==> config.mk <==
export PLATFORM = sky130hd
export DESIGN_NAME = multiply_add
export DESIGN_NICKNAME = d
export VERILOG_FILES = /design/src/rtl/multiply_add_pkg.sv /design/src/rtl/multiply_add_shift_add_unit.sv /design/src/rtl/multiply_add.sv
export SDC_FILE = /design/constraint.sdc
export NUM_CORES = 1
export LEC_CHECK = 0
export ABC_AREA = 1
export BUFFER_PORTS_ARGS = -buffer_cell sky130_fd_sc_hd__clkbuf_2
export CORE_MARGIN = 2
export CORE_UTILIZATION = 35
export DETAILED_ROUTE_END_ITERATION = 7
export HOLD_SLACK_MARGIN = 0.1
export PLACE_DENSITY = 0.55
export SLEW_MARGIN = 20
export SYNTH_ARGS = -nofsm -noshare
export SYNTH_HDL_FRONTEND = slang
export SYNTH_SLANG_ARGS = --single-unit
==> constraint.sdc <==
create_clock -name clk -period 3.2 [get_ports clk]
set_input_delay 0.16 -clock clk [delete_from_list [all_inputs] [get_ports clk]]
set_output_delay 0.16 -clock clk [all_outputs]
set_load 0.01 [all_outputs]
==> src/rtl/multiply_add_pkg.sv <==
// Shared types and sizing helpers for the multiply_add block.
// Holds the FSM state enum, default widths and the counter-width helper.
package multiply_add_pkg;

  localparam int AWidthDef = 32;
  localparam int BWidthDef = 32;
  localparam int PWidth    = AWidthDef + BWidthDef;

  typedef enum logic [1:0] {
    IDLE = 2'd0,
    RUN  = 2'd1,
    DONE = 2'd2
  } state_t;

  // Counter must be able to hold the value AWidth itself.
  function automatic int cnt_width(input int aw);
    return $clog2(aw + 1);
  endfunction

endpackage

==> src/rtl/multiply_add_shift_add_unit.sv <==
// Shift-add datapath: accumulator, shifting multiplier and multiplicand.
// Ports: clk, rst_n, load, step, s, b, mod in; acc_next, s_next out.
module shift_add_unit
  import multiply_add_pkg::*;
#(
  parameter int AWidth = AWidthDef,
  parameter int BWidth = BWidthDef
) (
  input  logic                     clk,
  input  logic                     rst_n,
  input  logic                     load,
  input  logic                     step,
  input  logic [AWidth-1:0]        s,
  input  logic [BWidth-1:0]        b,
  input  logic [BWidth-1:0]        mod,
  output logic [AWidth+BWidth-1:0] acc_next,
  output logic [AWidth-1:0]        s_next
);

  localparam int PW = AWidth + BWidth;

  logic [PW-1:0]     acc;
  logic [PW-1:0]     b_r;
  logic [PW-1:0]     b_next;
  logic [AWidth-1:0] s_r;

  // PW bits hold (2^A-1)(2^B-1)+(2^B-1) < 2^PW, so no carry is lost.
  always_comb begin
    acc_next = acc;
    if (s_r[0]) begin
      acc_next = acc + b_r;
    end
    s_next = s_r >> 1;
    b_next = b_r << 1;
  end

  always_ff @(posedge clk or negedge rst_n) begin
    if (!rst_n) begin
      acc <= '0;
      b_r <= '0;
      s_r <= '0;
    end else if (load) begin
      acc <= {{AWidth{1'b0}}, mod};
      b_r <= {{AWidth{1'b0}}, b};
      s_r <= s;
    end else if (step) begin
      acc <= acc_next;
      b_r <= b_next;
      s_r <= s_next;
    end
  end

endmodule

==> src/rtl/multiply_add.sv <==
// Multi-cycle p = s*b + mod with a four-phase req/fin handshake.
// Ports: clk, rst_n, req, s, b, mod in; fin, p, ovf out.
// Option: define MULTIPLY_ADD_EARLY_EXIT_EN to stop once s_r runs out.
module multiply_add
  import multiply_add_pkg::*;
#(
  parameter int AWidth = AWidthDef,
  parameter int BWidth = BWidthDef
) (
  input  logic                     clk,
  input  logic                     rst_n,
  input  logic                     req,
  input  logic [AWidth-1:0]        s,
  input  logic [BWidth-1:0]        b,
  input  logic [BWidth-1:0]        mod,
  output logic                     fin,
  output logic [AWidth+BWidth-1:0] p,
  output logic                     ovf
);

  localparam int PW = AWidth + BWidth;
  localparam int CW = cnt_width(AWidth);

  state_t            state;
  state_t            state_d;
  logic [CW-1:0]     cnt;
  logic              load;
  logic              step;
  logic              last;
  logic              finish;
  logic [PW-1:0]     acc_next;
  logic [AWidth-1:0] s_next;

  shift_add_unit #(
    .AWidth (AWidth),
    .BWidth (BWidth)
  ) u_unit (
    .clk      (clk),
    .rst_n    (rst_n),
    .load     (load),
    .step     (step),
    .s        (s),
    .b        (b),
    .mod      (mod),
    .acc_next (acc_next),
    .s_next   (s_next)
  );

  // Final RUN edge: counter about to reach AWidth,
  // or (optionally) no multiplier bits left to add.
  always_comb begin
`ifdef MULTIPLY_ADD_EARLY_EXIT_EN
    last = (cnt == CW'(AWidth - 1)) || (s_next == '0);
`else
    last = (cnt == CW'(AWidth - 1));
`endif
  end

  always_ff @(posedge clk or negedge rst_n) begin
    if (!rst_n) begin
      state <= IDLE;
    end else begin
      state <= state_d;
    end
  end

  always_comb begin
    state_d = state;
    unique case (state)
      IDLE: if (req) state_d = RUN;
      RUN:  if (last) state_d = DONE;
      DONE: if (!req) state_d = IDLE;
      default: state_d = IDLE;
    endcase
  end

  always_comb begin
    load   = 1'b0;
    step   = 1'b0;
    finish = 1'b0;
    fin    = 1'b0;
    unique case (1'b1)
      (state == IDLE): load = req;
      (state == RUN): begin
        step   = 1'b1;
        finish = last;
      end
      (state == DONE): fin = 1'b1;
      default: ;
    endcase
  end

  always_ff @(posedge clk or negedge rst_n) begin
    if (!rst_n) begin
      cnt <= '0;
    end else if (load) begin
      cnt <= '0;
    end else if (step) begin
      cnt <= cnt + 1'b1;
    end
  end

  // Result registers survive the return to IDLE.
  always_ff @(posedge clk or negedge rst_n) begin
    if (!rst_n) begin
      p   <= '0;
      ovf <= 1'b0;
    end else if (finish) begin
      p   <= acc_next;
      ovf <= |acc_next[PW-1:AWidth];
    end
  end

endmodule

==> out/results.ini <==
[cells_and_area]
fin_area_mm2 = 0.0194
drive_gt1_frac = 0.132
instances_no_fill = 3210
antennaDiodeCount = 0
seqCellArea_mm2 = 0.00583
multi_input_area_mm2 = 0.00797
nFillCells = 4648
nets = 2762
final_util = 0.439
area_growth_pct = 23.6

[yosys]
ys.flop_type = dfrtp_1
synth_area_per_cell_um2 = 6.69
syn_area_mm2 = 0.0157
ys_warn_count = 0
synth-seq-cells = 233
syn_nets = 2511
synth_cell_types = 37
ys_top_cells_by_area = dfrtp_1 37%, nand2_1 21%, inv_1 10%, ha_1 5.1%, o21ai_0 3.6%
synth.most_common_cell = nand2_1
netlist_instances = 2347
async_reset_ff_frac = 1.00
ys_seq_area_frac = 0.372
synth_top_area_cell = dfrtp_1
synthTopCellsByCount = 896 x nand2_1, 428 x inv_1, 233 x dfrtp_1
yosys.area.top_type_share = 0.372
synth_edf_count = 0

[timing]
tns_ps = 0
period_needed_ps = 3050
whs_ps = 155
timing.final.max_slew_violations = 0
final-setup-viol-count = 0
rsz0062_at_grt = false
hold_violations = 0
fin_skew_ps = 21.5
slew_headroom = 0.382
tightest_slew_ps = 927
max_freq_ghz = 0.328
finalCritPeriodShare = 0.953
setup_slack_ps = 151

[drt]
wire_per_inst_um = 17.3
via_per_inst = 4.89
wirelength_um = 55500
vias = 15700
ant_nets = 0
firstDrtPassIters = 5
drc = 0
drtIter0Drc = 1044

[die]
num_rows = 77
start_util = 0.355
die_h_um = 216
chipWidth_um = 216
die_area_mm2 = 0.0465
ioPinCount = 165
coreArea_mm2 = 0.0442

[critical_path]
crit_path_start = u_unit.acc[2]
timing.rr.start = u_unit.acc[2]
cp_max_fo = 6
required_ps = 3670
slowest_delay_ps = 410
path_cells = ha_2 -> nand2_1 -> nand3_2 -> nand2_1 -> nand2_1 -> nand2_1 -> nand2_1 -> nand2_1 -> nand2_2 -> nand2_1 -> nand3_1 -> nand3_1 -> nand2_1 -> nand2_1 -> nor2_1 -> nand2_1 -> nor2_1 -> a21oi_1
path_delay_family = simple AND/OR/NAND/NOR gates
critPathKind = register to register
path_buf_inv = 0
crit_top_cell = nand2_1
cpMaxStageDelayCell = dfrtp_1
critical_path_arrival_ps = 3520
crit_path_end_kind = register
start_kind = register
ff2ff_setup_slack_ps = 150

[power_and_ir_drop]
power_density_mw_per_mm2 = 1190
power_mw = 23.2
p_leak_nw = 10.3
irDropWorstVdd_uv = 557

[clocking]
root_buffer = clkbuf_16
cts_made_buffers = 28
cts_tree = built
htreeDepth = 1
clk_pin_slew_ps = 60
cts_num_sinks = 233
clockBufferDepth = 3
clock_latency_ps = 590

[grt]
grt_max_degree = 126
grt_first_pass_wirelength_um = 88400
grt_pass1_vias = 15800
grt_overflow = 0
grt_util_all_layers = 0.241
antenna_found_initial = 0

[place]
portBuffers = 164
pre_cts_ws_ps = -43.4
post_dp_cell_area_mm2 = 0.0173
dp_hpwl_um = 42500
gp_congestion = 0.967
dpl.cell_count = 3059

[job]
timing.max_cap.violations = 0

[run_status]
outcome = finished clean

[hold_path]
hold_class = input pin to asynchronous set/reset pin

==> layout by cell type (no fill, tap or decap), types with 2 or more instances in the layout <==
cell type and n:
nand2_1 885, inv_1 427, dfrtp_1 232, clkbuf_2 163, o21ai_0 112, dlygate4sd3_1 98, nor2_1 94, nand3_1 91
o221ai_1 62, ha_1 61, o22ai_1 54, a21oi_1 47, xnor2_1 31, o211ai_1 30, nor2_2 29, clkbuf_16 28
inv_2 25, buf_4 23, nor3_1 15, nand4_1 15, nand2_2 14, nand3_2 10, clkinv_2 8, buf_12 7
bufinv_16 6, nor3_2 5, o21ai_1 5, nor2_4 4, o21bai_1 4, a21oi_2 3, ha_2 3, clkbuf_1 3
nand3b_1 2, clkbuf_8 2, clkinvlp_4 2
==> layer usage <==
metal  vias up  track usage  share of wire
met1      7389        0.344           0.47
met2       395        0.380           0.44
met5         -            0              0
met3        74       0.0361          0.055
li1       7851            -              -
met4         0       0.0676          0.030
==> final timing paths <==
path / endpoint / depth (start not counted)
min in group clk: u_unit.s_r[20] / 4
max in group asynchronous: u_unit.s_r[18] / 3
setup / recovery: ovf / 18
hold / removal: u_unit.s_r[22] / 2
setup reg to reg: ovf / 18
hold reg to reg: p[19] / 2
==> repair_timing <==
item	in CTS	in global routing
buffers inserted	0	3
endpoints found under the setup margin	1	1
endpoints found under the hold margin	226	0
hold buffers	98	0
gates cloned	0	0
resized for setup	1	28
pin swaps	1	3
==> area by class of cell <==
type | instances | share of cell area
Clock buffer | 33 | 0.0381
Inverter | 455 | 0.0883
Timing Repair Buffer | 292 | 0.110
Sequential cell | 233 | 0.301
Multi-Input combinational cell | 1588 | 0.411
Clock inverter | 17 | 0.0139
Tap cell | 592 | 0.0382
==> state kept, by name (all words and copies together) (netlist names) <==
register / flops
cnt: 6
ovf: 1
p: 64
state: 2
u_unit.acc: 64
u_unit.b_r: 64
u_unit.s_r: 32
==> cell families after synthesis <==
kind of cell / share of synthesized area
muxes: 0.000718
xor gates and xnor gates: 0.0173
buffers and inverters: 0.127
DFF: 0.372
adders and majority gates: 0.0523
AOI/OAI and AO/OA: 0.128
and+or+nand+nor: 0.303
==> where the power goes <==
group | switching [mW] | internal, mW | total, mW
Clock | 1.38 | 2.14 | 3.52
Combinational | 9.66 | 4.87 | 14.5
Sequential | 0.825 | 4.28 | 5.11
Power figures use the tool's default switching activity.
